==> src/rtl/pkt_steer_rx.sv <==
// pkt_steer_rx: registers, parity-checks and steers multicast packets to peripheral ports, register writes and counter replies
// Ports:
//   clk, reset_n                      clock, asynchronous active-low reset
//   pkt_data_in/vld_in/rdy_out        incoming packet stream
//   reply_key_in                      base key for counter reply packets
//   ctr_clr_in                        synchronous clear of all counters
//   prx_addr_out/wdata_out/en_out     register write (en is a one-cycle strobe)
//   dcp_data_out/vld_out/rdy_in       counter reply packet stream
//   per_data_out/vld_out/rdy_in       NUM_PER peripheral packet streams
//   CTR_INIT                          counter reset value (0 in normal use)
module pkt_steer_rx #(
    parameter int          PACKET_BITS = 72,
    parameter int          NUM_PER     = 4,
    parameter int          SEL_LSB     = 24,
    parameter int          SEL_BITS    = 2,
    parameter int          CTR_SEC     = 4,
    parameter logic [31:0] CTR_INIT    = '0
) (
    input  logic                           clk,
    input  logic                           reset_n,
    input  logic [PACKET_BITS-1:0]         pkt_data_in,
    input  logic                           pkt_vld_in,
    output logic                           pkt_rdy_out,
    input  logic [31:0]                    reply_key_in,
    input  logic                           ctr_clr_in,
    output logic [7:0]                     prx_addr_out,
    output logic [31:0]                    prx_wdata_out,
    output logic                           prx_en_out,
    output logic [PACKET_BITS-1:0]         dcp_data_out,
    output logic                           dcp_vld_out,
    input  logic                           dcp_rdy_in,
    output logic [NUM_PER*PACKET_BITS-1:0] per_data_out,
    output logic [NUM_PER-1:0]             per_vld_out,
    input  logic [NUM_PER-1:0]             per_rdy_in
);
    localparam int NCTR = NUM_PER + 3;

    logic                   s_full, r_full;
    logic [PACKET_BITS-1:0] s_data, r_data;
    logic [31:0]            ctr [NCTR];
    logic [NCTR-1:0]        inc;
    logic [SEL_BITS-1:0]    sel;
    logic                   pld, cfg, par_ok, routable, fwd, bad, unr, wr, rd, r_load, leaving;
    logic [31:0]            rk, rval;

    assign pld      = s_data[1];
    assign cfg      = s_data[4];
    assign sel      = s_data[SEL_LSB +: SEL_BITS];
    assign par_ok   = pld ? ^s_data : ^s_data[39:0];
    assign routable = 32'(sel) < NUM_PER;

    // Mutually exclusive dispositions of the head of S, highest priority first.
    assign bad    = s_full && !par_ok;
    assign unr    = s_full && par_ok && !cfg && !routable;
    assign fwd    = s_full && par_ok && !cfg && routable;
    assign wr     = s_full && par_ok && cfg && pld;
    assign rd     = s_full && par_ok && cfg && !pld;
    assign r_load = rd && (!r_full || dcp_rdy_in);

    assign per_vld_out  = fwd ? NUM_PER'(1'b1) << sel : '0;
    assign per_data_out = {NUM_PER{s_data}};
    assign leaving      = bad || unr || wr || r_load || |(per_vld_out & per_rdy_in);
    assign pkt_rdy_out  = !s_full || leaving;

    assign prx_en_out    = wr;
    assign prx_addr_out  = s_data[15:8];
    assign prx_wdata_out = s_data[71:40];

    assign dcp_vld_out  = r_full;
    assign dcp_data_out = r_data;

    // Counter order: ports 0..NUM_PER-1, config, parity drop, unroutable drop.
    assign inc = {unr, bad, wr || r_load, per_vld_out & per_rdy_in};

    assign rk = reply_key_in | {25'b0, s_data[14:8]};

    // Unmatched section or index out of range falls through to the marker value.
    always_comb begin
        rval = 32'hdead_beef;
        for (int i = 0; i < NCTR; i++)
            if (s_data[14:12] == 3'(CTR_SEC) && s_data[11:8] == 4'(i)) rval = ctr[i];
    end

    always_ff @(posedge clk or negedge reset_n) begin
        if (!reset_n) begin
            s_full <= 1'b0;
            s_data <= '0;
        end else if (pkt_vld_in && pkt_rdy_out) begin
            s_full <= 1'b1;
            s_data <= pkt_data_in;
        end else if (leaving) begin
            s_full <= 1'b0;
        end
    end

    // Header bit 0 makes the reply's overall parity odd.
    always_ff @(posedge clk or negedge reset_n) begin
        if (!reset_n) begin
            r_full <= 1'b0;
            r_data <= '0;
        end else if (r_load) begin
            r_full <= 1'b1;
            r_data <= {rval, rk, 7'b001_1001, ^{rval, rk}};
        end else if (dcp_rdy_in) begin
            r_full <= 1'b0;
        end
    end

    always_ff @(posedge clk or negedge reset_n) begin
        if (!reset_n) begin
            for (int i = 0; i < NCTR; i++) ctr[i] <= CTR_INIT;
        end else begin
            for (int i = 0; i < NCTR; i++) ctr[i] <= ctr_clr_in ? '0 : ctr[i] + 32'(inc[i]);
        end
    end
endmodule
==> config.mk <==
export PLATFORM = sky130hd
export DESIGN_NAME = pkt_steer_rx
export DESIGN_NICKNAME = d
export VERILOG_FILES = /design/src/rtl/pkt_steer_rx.sv
export SDC_FILE = /design/constraint.sdc
export NUM_CORES = 1
export LEC_CHECK = 0
export BUFFER_PORTS_ARGS = -buffer_cell sky130_fd_sc_hd__buf_2
export CELL_PAD_IN_SITES_DETAIL_PLACEMENT = 1
export CELL_PAD_IN_SITES_GLOBAL_PLACEMENT = 1
export CORE_ASPECT_RATIO = 1.25
export CORE_MARGIN = 5
export CORE_UTILIZATION = 40
export DETAILED_ROUTE_END_ITERATION = 10
export PLACE_DENSITY_LB_ADDON = 0.1
export RECOVER_POWER = 50
export SETUP_SLACK_MARGIN = 0.02
export SYNTH_ARGS = -nofsm -noshare
export SYNTH_HDL_FRONTEND = slang
export SYNTH_SLANG_ARGS = --single-unit
==> constraint.sdc <==
create_clock -name clk -period 6.3 [get_ports clk]
set_input_delay 0.945 -clock clk [delete_from_list [all_inputs] [get_ports clk]]
set_output_delay 0.945 -clock clk [all_outputs]
set_load 0.01 [all_outputs]
==> flow_summary.ini, run 1 <==
[run_status]
outcome = finished with violations
violations = max-capacitance violations, max-slew violations

[route]
routedWlPerCell_um = 24.87
drc = 0
drt_iter0_drc = 816
postRouteAntennaNets = 0
drt_first_pass_iters = 5
vias = 15190
vias_per_cell = 5.313
drt-total-wl_um = 71090

[worst_setup_path]
crit_buf_inv = 1
cp_slowest_cell = dfrtp_1
critical_path.endpoint = ctr[95]
reg2reg_to = ctr[95]
worstPathRequired_ns = 6.70
r2r_start = s_data[8]
cp-start-kind = flop
slowest_delay_ns = 0.54
cp_max_fo = 10
path_class = flop to flop
crit_family = simple AND/OR/NAND/NOR gates
crit_cells = 21
reg2reg_slack_ns = 1.19
cpMostUsedCell = xnor2_1
crit_path_end_kind = flop
arrival_ns = 5.51
r2r_cells = 21
path_cells = inv_1, ha_1, xnor2_1, xnor2_1, xnor2_1, xnor2_1, xnor2_1, xnor2_1, xnor2_1, nand2_1, o21ai_0, ha_1, and3_1, nand3_1, nor3_1, nand2_1, nor2_1, and4_1, nand2_1, xor2_1, nor2_1
startpoint = s_data[8]

[global_routing]
grt_max_degree = 160
track_usage_pct = 26.67
grt-busiest-layer = met2
grt_pass1_vias = 15970
grt_overflow = 0
use_met2_pct = 45.44
use_met3_pct = 4.378
gr-usage-met1_pct = 34.32
antenna_found_initial = 14
grt_pass1_wl_um = 104300

[hold_path]
min_from = dcp_data_out[69]
worst_hold_path_type = flop to flop

[logic_synthesis]
synth_edf_count = 0
ys_seq_area_share_pct = 43.63
async_reset_ff_share_pct = 100.0
ys.warnings.count = 0
synth-seq-cells = 332
yosys.cell_types.count = 58
syn_area_um2 = 19040
syn_area_per_cell_um2 = 9.847
yosys_most_used_dff = dfrtp_1
netlist_instances = 1934

[clocking]
clkSinkCount = 332
postCtsSetupBuffers = 0
htree_levels = 2
holdBufCountCts = 0
post_cts_resize_count = 0
cts_made_buffers = 39
cts_tree = built
worstSkewPairLatency_ns = 0.57
cts-root-buf = clkbuf_16
path_clk_slew_ns = 0.06
cts_max_path_buffers = 3

[sta]
setup_viol = 0
tightest_slew_ns = 3.817
fin_crit_sh_pct = 81.12
drv_slew = 67
rsz0062_at_grt = false
hold_viol = 0
maxSlewHeadroom_pct = -154.4
clock_skew_ns = 0.01799
fmax_ghz = 0.1957
period_minus_slack_ns = 5.111
finalSetupTns_ns = 0

[floorplanning]
die_area_um2 = 52100
initial_core_util_pct = 40.33
io_pins = 520
rows = 89
core_area_um2 = 47220
die_w_um = 205.2
fp.dieH_um = 253.9

[finish]
multi_input_area_um2 = 8361
regArea_um2 = 8308
finalInstanceArea_um2 = 21430
final_common_cell = dfrtp_1
utilization_pct = 45.39
nets = 2322
final_cell_mix = dfrtp_1 (332), buf_2 (312), nor2_1 (217)
layout-drive-gt1-share_pct = 23.56
final_cells = 2858
syn_to_final_growth_pct = 12.55
fillerInstances = 5589

[job]
cap_viol_max_count = 1

[placement]
dpl_cell_area_um2 = 20400
place_inst = 2782
dp_hpwl_um = 54300
routabilityCongestion = 0.8733
portBuffers = 515

[power_and_ir_drop]
ir_worst_vdd_v = 0.001509
powerDensity_nw_per_um2 = 700.2
total_power_mw = 15.01
leakage_nw = 9.486
logic make-up (layout without fill, tap and decap cells):
family,count (synthesis),count (layout),share of synthesized area (%)
AND/OR/NAND/NOR,602,602,14.64
multiplexers,106,106,6.268
AO/OA/AOI/OAI,231,231,8.167
flip-flops,332,332,43.63
other,1,14,0.01969
buffers and inverters,363,637,12.57
adder cells (fa/ha/maj),23,23,1.511
XOR/XNOR,276,276,13.20
state kept, by name, summed over array words and instances (netlist names):
| name | count |
|---|---|
| s_full | 1 |
| s_data | 72 |
| dcp_data_out | 66 |
| ctr | 192 |
| dcp_vld_out | 1 |
metrics by stage:
stage	setup WS, ns	hold slack (ns)
floorplan	1.784	0.5044
global placement	1.344	0.4588
detailed placement	1.222	0.4691
CTS	1.202	0.3375
global route	0.6412	0.4961
finish	1.189	0.4789
worst reg2reg max path, delay by kind of cell (launching register included):
family | cells | cell delay, ns
flip-flops | 1 | 0.54
buffers and inverters | 1 | 0.11
XOR/XNOR | 8 | 1.34
AND/OR/NAND/NOR | 9 | 2.09
adder cells (fa/ha/maj) | 2 | 0.56
AO/OA/AOI/OAI | 1 | 0.32
synthesized netlist by cell type, types with 2 or more instances:
| library cell | instances | area share, % |
|---|---|---|
| a22oi_1 | 16 | 0.63 |
| o31ai_1 | 14 | 0.55 |
| nand2b_1 | 8 | 0.26 |
| inv_1 | 24 | 0.47 |
| a31oi_1 | 3 | 0.099 |
| or2_2 | 6 | 0.20 |
| a22o_1 | 3 | 0.14 |
| nor2b_1 | 15 | 0.49 |
| o41ai_1 | 4 | 0.18 |
| o21ai_0 | 58 | 1.5 |
| nor2_1 | 217 | 4.3 |
| nor3_1 | 15 | 0.39 |
| buf_4 | 267 | 11 |
| and2_1 | 8 | 0.26 |
| xnor2_1 | 153 | 7.0 |
| xor2_1 | 116 | 5.3 |
| o221a_2 | 4 | 0.24 |
| o31a_1 | 2 | 0.092 |
| a221o_1 | 2 | 0.11 |
| ha_1 | 23 | 1.5 |
| o221ai_1 | 24 | 1.1 |
| nand3_1 | 72 | 1.9 |
| o22ai_1 | 16 | 0.53 |
| a31o_2 | 5 | 0.23 |
| nand2_1 | 142 | 2.8 |
| and3_1 | 53 | 1.7 |
| o21a_1 | 3 | 0.12 |
| mux2_1 | 6 | 0.35 |
| dfrtp_1 | 332 | 44 |
| a21oi_1 | 49 | 1.3 |
| a221oi_1 | 10 | 0.46 |
| buf_1 | 5 | 0.099 |
| xnor3_1 | 7 | 0.83 |
| a211oi_1 | 2 | 0.079 |
| or3_1 | 27 | 0.89 |
| mux2_2 | 100 | 5.9 |
| buf_2 | 17 | 0.45 |
| o32a_1 | 3 | 0.16 |
| nand4_1 | 26 | 0.85 |
| o2bb2ai_1 | 5 | 0.23 |
| and4_1 | 7 | 0.32 |
| clkbuf_1 | 48 | 0.95 |
| o32ai_1 | 2 | 0.092 |
power by group:
part / internal (mW) / total (mW) / switching [mW]
Sequential: 2.70 / 3.42 / 0.718
Clock: 1.38 / 2.33 / 0.951
Combinational: 3.91 / 9.26 / 5.35
Total: 7.99 / 15.0 / 7.02
how the worst min path moves through the flow:
stage                       endpoint  slack, ns  cells past startpoint
detailed placement  dcp_data_out[58]       0.47                      2
floorplan                    ctr[95]       0.50                      2
finish              dcp_data_out[69]       0.48                      2
CTS                       s_data[55]       0.34                      1
global placement    dcp_data_out[41]       0.46                      2
global route        dcp_data_out[69]       0.50                      2
metal layers:
| layer | up-vias | part of all wire, % |
|---|---|---|
| li1 | 6817 | - |
| met1 | 7809 | 41 |
| met2 | 451 | 50 |
| met3 | 108 | 5.0 |
| met4 | 0 | 3.3 |
| met5 | - | 0 |
layout make-up:
class | instances | share of cell area (%)
multi-input combinational | 1242 | 39.01
sequential | 332 | 38.76
timing repair buffer | 546 | 12.00
clock buffer | 60 | 5.587
tap | 637 | 3.719
inverter | 25 | 0.4378
clock inverter | 6 | 0.3736
antenna | 10 | 0.1168
(Power assumes the default switching activity.)
==> run 2, diff against run 1 <==
--- a/config.mk
+++ b/config.mk
@@ -10,7 +10,7 @@
 export CELL_PAD_IN_SITES_GLOBAL_PLACEMENT = 1
 export CORE_ASPECT_RATIO = 1.25
 export CORE_MARGIN = 5
-export CORE_UTILIZATION = 40
+export CORE_UTILIZATION = 36
 export DETAILED_ROUTE_END_ITERATION = 10
 export PLACE_DENSITY_LB_ADDON = 0.1
 export RECOVER_POWER = 50
==> constraint.sdc (replaced) <==
create_clock -name clk -period 4.4 [get_ports clk]
set_input_delay 0.66 -clock clk [delete_from_list [all_inputs] [get_ports clk]]
set_output_delay 0.66 -clock clk [all_outputs]
set_load 0.01 [all_outputs]
==> run 2 against run 1 <==
Net effect: the run still ends with max-capacitance violations, max-slew violations left; non-clock buffer count grew 117; count of clock-buffer cells in the layout shrank 3; register-to-register slack lost 1.0 ns; utilization down 2.0 points; sequential share of layout area shrank 2.4 points; critical path type unchanged.
==> flow_summary.ini, run 2 (synthesis results as in run 1) <==
[floorplanning]
initial_core_util_pct = 36.22
fp.dieH_um = 267.1
core_area_um2 = 52570
rows = 94
io_pins = 520
die_w_um = 215.7
die_area_um2 = 57630

[sta]
fin_crit_sh_pct = 95.68
drv_slew = 104
clock_skew_ns = 0.02570
fmax_ghz = 0.2375
hold_viol = 0
setup_viol = 0
period_minus_slack_ns = 4.210
rsz0062_at_grt = true
finalSetupTns_ns = 0
hold_ws_ns = 0.3081
maxSlewHeadroom_pct = -101.0
tightest_slew_ns = 3.015

[finish]
fillerInstances = 6158
layout-drive-gt1-share_pct = 30.76
syn_to_final_growth_pct = 19.86
final_cell_mix = dfrtp_1 (330), buf_2 (320), nor2_1 (205), clkbuf_1 (205), xnor2_1 (148)
largest_register_ffs = 192
final_common_cell = dfrtp_1
regMostFlops = ctr
nets = 2440

[clocking]
worstSkewPairLatency_ns = 0.58
path_clk_slew_ns = 0.06
cts_max_path_buffers = 3
cts_made_buffers = 40
htree_levels = 2
cts-root-buf = clkbuf_16
clkSinkCount = 332
cts_tree = built

[worst_setup_path]
cp-start-kind = flop
worstPathRequired_ns = 4.87
crit_path_end_kind = flop
startpoint = s_data[9]
arrival_ns = 4.68
cp_slowest_cell = dfrtp_2
r2r_cells = 21
r2r_start = s_data[9]
path_class = flop to flop
cpMostUsedCell = xnor2_1
path_cells = inv_1, ha_4, xnor2_2, xnor2_1, xnor2_1, xnor2_1, xnor2_1, xnor2_1, xnor2_1, nand2_1, or2_4, nor2_4, ha_4, and3_4, nand3_4, nor3_2, buf_4, nand2_2, or3_4, or3_4, a21oi_2
critical_path.endpoint = ctr[191]
slowest_delay_ns = 0.40
reg2reg_to = ctr[191]
cp_max_fo = 3
reg2reg_slack_ns = 0.19

[route]
drt-total-wl_um = 73480
drt_iter0_drc = 848
postRouteAntennaNets = 0
met3_length_um = 3645
drt-met1-wl_um = 30860
highest_layer = met4
drt_first_pass_iters = 5
wl_met2_um = 37000
vias = 15540
vias_per_cell = 5.155
drc = 0
routedWlPerCell_um = 24.37

[global_routing]
grt_pass1_vias = 16500
track_usage_pct = 24.71
antenna_found_initial = 14
grt_max_degree = 131
grt_overflow = 0
grt_pass1_wl_um = 108200

[power_and_ir_drop]
leakage_nw = 10.17
p_seq_share_pct = 18.6
powerDensity_nw_per_um2 = 1083
sw_frac_of_total_pct = 44.83
intPower_mw = 13.64
clkPwrFrac_pct = 13.8
pwr-share-comb_pct = 67.7
p_sw_mw = 11.09
ir_worst_vdd_v = 0.001003

[placement]
dp_hpwl_um = 57100
routabilityCongestion = 0.8767
portBuffers = 515

[run_status]
violations = max-capacitance violations, max-slew violations
outcome = finished with violations

[job]
cap_viol_max_count = 1

[hold_path]
worst_hold_path_type = input pin to flop
[run 2: cell count changes in the layout (fill, tap and decap cells not counted), sizes merged]
| cell | before | now |
|---|---|---|
| clkbuf | 264 | 261 |
| clkinvlp | 0 | 2 |
| clkinv | 5 | 12 |
| diode | 10 | 9 |
| buf | 342 | 459 |
[run 2: layout make-up]
type                            count  area [µm²]  area share, %
Timing Repair Buffer              663        3497          15.32
Tap cell                          672       840.8          3.684
Multi-Input combinational cell   1242        8722          38.21
Clock buffer                       57        1197          5.246
Antenna cell                        9       22.52        0.09867
Sequential cell                   332        8310          36.41
Clock inverter                     15       141.4         0.6194
Inverter                           25       93.84         0.4111
[run 2: power by group through the flow]
stage          sequential (mW)  clock, mW  combinational (mW)
2_1_floorplan             4.90          0                10.8
3_3_place_gp              4.62          0                15.4
3_5_place_dp              4.64          0                15.6
4_1_cts                   4.59       3.51                16.7
5_1_grt                   4.73       3.64                17.5
6_report                  4.59       3.40                16.7
[run 2: what timing repair did]
item,CTS,global route
setup buffers,4,3
setup endpoints to repair,11,72
gates resized for setup,5,82
pin swaps,1,27
hold buffers,0,0
[run 2: through the flow]
stage                     total power, mW  setup slack, ns  util, %  std cells  area, µm²
final                               24.73           0.1899    43.42       3015      22830
after global routing                25.82         -0.04515    43.41       3013      22820
after CTS                           24.77          0.01261    43.24       3003      22730
after detailed placement            20.19         -0.04891    40.58       2927      21340
after global placement              20.02          0.08793    40.58       2927      21340
after floorplan                     15.69          0.03631        -       1937      19060
[run 2: worst min-delay path by stage]
stage | startpoint | endpoint | slack, ns | cells past startpoint
2_1_floorplan | reset_n | ctr[100] | 0.36 | 0
3_3_place_gp | dcp_data_out[64] | dcp_data_out[64] | 0.46 | 2
3_5_place_dp | dcp_data_out[48] | dcp_data_out[48] | 0.47 | 2
4_1_cts | reset_n | ctr[170] | 0.21 | 1
5_1_grt | pkt_data_in[6] | s_data[6] | 0.29 | 2
6_report | pkt_data_in[6] | s_data[6] | 0.31 | 2
[run 2: worst max-delay path: cells and delay by family (launching register included)]
family,cells,cell delay [ns]
adders and majority gates,2,0.40
and+or+nand+nor,9,1.73
DFF,1,0.40
buffers and inverters,2,0.25
xor gates and xnor gates,7,1.23
AOI/OAI and AO/OA,1,0.12
[run 2: metal layers]
layer | GRT usage (%) | up-vias
met4 | 7.891 | 0
met2 | 42.51 | 477
li1 | - | 7031
met1 | 31.91 | 7936
met5 | 0 | -
met3 | 4.183 | 99
==> run 3, diff against run 2 <==
--- a/config.mk
+++ b/config.mk
@@ -13,8 +13,9 @@
 export CORE_UTILIZATION = 36
 export DETAILED_ROUTE_END_ITERATION = 10
 export PLACE_DENSITY_LB_ADDON = 0.1
-export RECOVER_POWER = 50
+export RECOVER_POWER = 100
 export SETUP_SLACK_MARGIN = 0.02
+export SLEW_MARGIN = 15
 export SYNTH_ARGS = -nofsm -noshare
 export SYNTH_HDL_FRONTEND = slang
 export SYNTH_SLANG_ARGS = --single-unit
==> run 3 against run 2 <==
Net effect: the run still ends with max-capacitance violations, max-slew violations left; fmax barely moved; utilization is 0.42 points lower; total power fell by 0.70%; global-route usage stayed put; sequential share of layout area increased by 0.36 points; sequential power is essentially flat; final area shrank 0.98%; flip-flop and latch count did not move; clock skew rose by 0.0014 ns; critical path depth is the same.
==> flow_summary.ini, run 3 (synthesis results as in run 1) <==
[worst_setup_path]
path_class = flop to flop
r2r_cells = 21
reg2reg_to = ctr[191]
startpoint = s_data[9]
reg2reg_slack_ns = 0.19
r2r_start = s_data[9]
crit_path_end_kind = flop
arrival_ns = 4.68
cp-start-kind = flop
worstPathRequired_ns = 4.87
critical_path.endpoint = ctr[191]
cp_max_fo = 3

[clocking]
cts_max_path_buffers = 3
path_clk_slew_ns = 0.06
cts-root-buf = clkbuf_16
cts_tree = built
htree_levels = 2
clkSinkCount = 332
worstSkewPairLatency_ns = 0.58
holdBufCountCts = 0
cts_made_buffers = 40

[finish]
syn_to_final_growth_pct = 18.69
nets = 2440
final_common_cell = clkbuf_1
final_cell_mix = clkbuf_1 (351), dfrtp_1 (330), nor2_1 (205)
utilization_pct = 42.99
largest_register_ffs = 192
final_cells = 3017
fillerInstances = 6233
layout-drive-gt1-share_pct = 24.51
regMostFlops = ctr

[sta]
setup_viol = 0
clock_skew_ns = 0.02714
tightest_slew_ns = 3.003
period_minus_slack_ns = 4.210
rsz0062_at_grt = true
fin_crit_sh_pct = 95.69
hold_viol = 0
fmax_ghz = 0.2375
drv_slew = 104
maxSlewHeadroom_pct = -100.2

[job]
cap_viol_max_count = 1

[global_routing]
grt_max_degree = 131
track_usage_pct = 24.71
grt_pass1_wl_um = 108200
antenna_found_initial = 14
grt_pass1_vias = 16500
grt_overflow = 0

[placement]
routabilityCongestion = 0.8767
place_inst = 2927
portBuffers = 515
dp_hpwl_um = 57100

[power_and_ir_drop]
ir_worst_vdd_v = 0.001001
leakage_nw = 9.750
powerDensity_nw_per_um2 = 1086
total_power_mw = 24.56

[route]
drt_first_pass_iters = 5
vias_per_cell = 5.159
drt_iter0_drc = 802
drt-total-wl_um = 73450
postRouteAntennaNets = 0
vias = 15570
drc = 0
routedWlPerCell_um = 24.34

[floorplanning]
fp.dieH_um = 267.1
rows = 94
core_area_um2 = 52570
initial_core_util_pct = 36.22
die_w_um = 215.7
die_area_um2 = 57630
io_pins = 520

[run_status]
violations = max-capacitance violations, max-slew violations
outcome = finished with violations

[hold_path]
worst_hold_path_type = input pin to flop
[run 3: per-layer routing]
layer  share of wire, %  GRT usage, %  vias to the layer above
li1                   -             -                     7031
met1                 42         31.91                     7961
met2                 50         42.51                      478
met3                5.0         4.183                       96
met4                2.8         7.891                        0
met5                  0             0                        -
[run 3: area by class of cell]
| type | count | area, µm² | area share, % |
|---|---|---|---|
| repair buffers | 663 | 3269 | 14.46 |
| multi-input cells | 1242 | 8722 | 38.59 |
| well taps | 672 | 840.8 | 3.720 |
| inverters | 25 | 93.84 | 0.4152 |
| diodes | 11 | 27.53 | 0.1218 |
| clock inverters | 15 | 141.4 | 0.6255 |
| clock buffers | 57 | 1197 | 5.298 |
| flip-flops and latches | 332 | 8310 | 36.77 |
[run 3: how the worst min path moves through the flow]
stage	to	cells past startpoint	slack [ns]	from
after detailed placement	dcp_data_out[48]	2	0.47	dcp_data_out[48]
after global placement	dcp_data_out[64]	2	0.46	dcp_data_out[64]
after CTS	ctr[170]	1	0.21	reset_n
final	s_data[6]	2	0.31	pkt_data_in[6]
after floorplan	ctr[100]	0	0.36	reset_n
after global routing	s_data[6]	2	0.29	pkt_data_in[6]
[run 3: repair_timing]
item,4_1_cts,5_1_grt
pin swaps,1,27
buffers inserted,4,3
setup endpoints to repair,11,72
resized for setup,5,82
[run 3: worst max-delay path, stage by stage, from the launching register on]
cell,delay (ns)
dfrtp_2,0.40
inv_1,0.11
ha_4,0.22
xnor2_2,0.17
xnor2_1,0.15
xnor2_1,0.16
xnor2_1,0.16
xnor2_1,0.11
xnor2_1,0.28
xnor2_1,0.20
nand2_1,0.11
or2_4,0.25
nor2_4,0.13
ha_4,0.18
and3_4,0.19
nand3_4,0.07
nor3_2,0.18
buf_4,0.14
nand2_2,0.07
or3_4,0.36
or3_4,0.37
a21oi_2,0.12
[run 3: metrics by stage]
stage	hold WS, ns	TNS (ns)	instance area (µm²)	worst slack, ns
after floorplan	0.3644	0	19060	0.03631
after global placement	0.4577	0	21340	0.08793
after detailed placement	0.4662	-0.07364	21340	-0.04891
after CTS	0.2072	0	22730	0.01261
after global routing	0.2945	-0.1682	22600	-0.04516
final	0.3100	0	22600	0.1898
[run 3: where the power goes]
part | leakage, nW | total [mW] | switching, mW | internal (mW)
Clock | 0.664 | 3.41 | 1.39 | 2.01
Combinational | 4.76 | 16.6 | 9.04 | 7.51
Sequential | 4.33 | 4.59 | 0.712 | 3.88
Total | 9.75 | 24.6 | 11.1 | 13.4
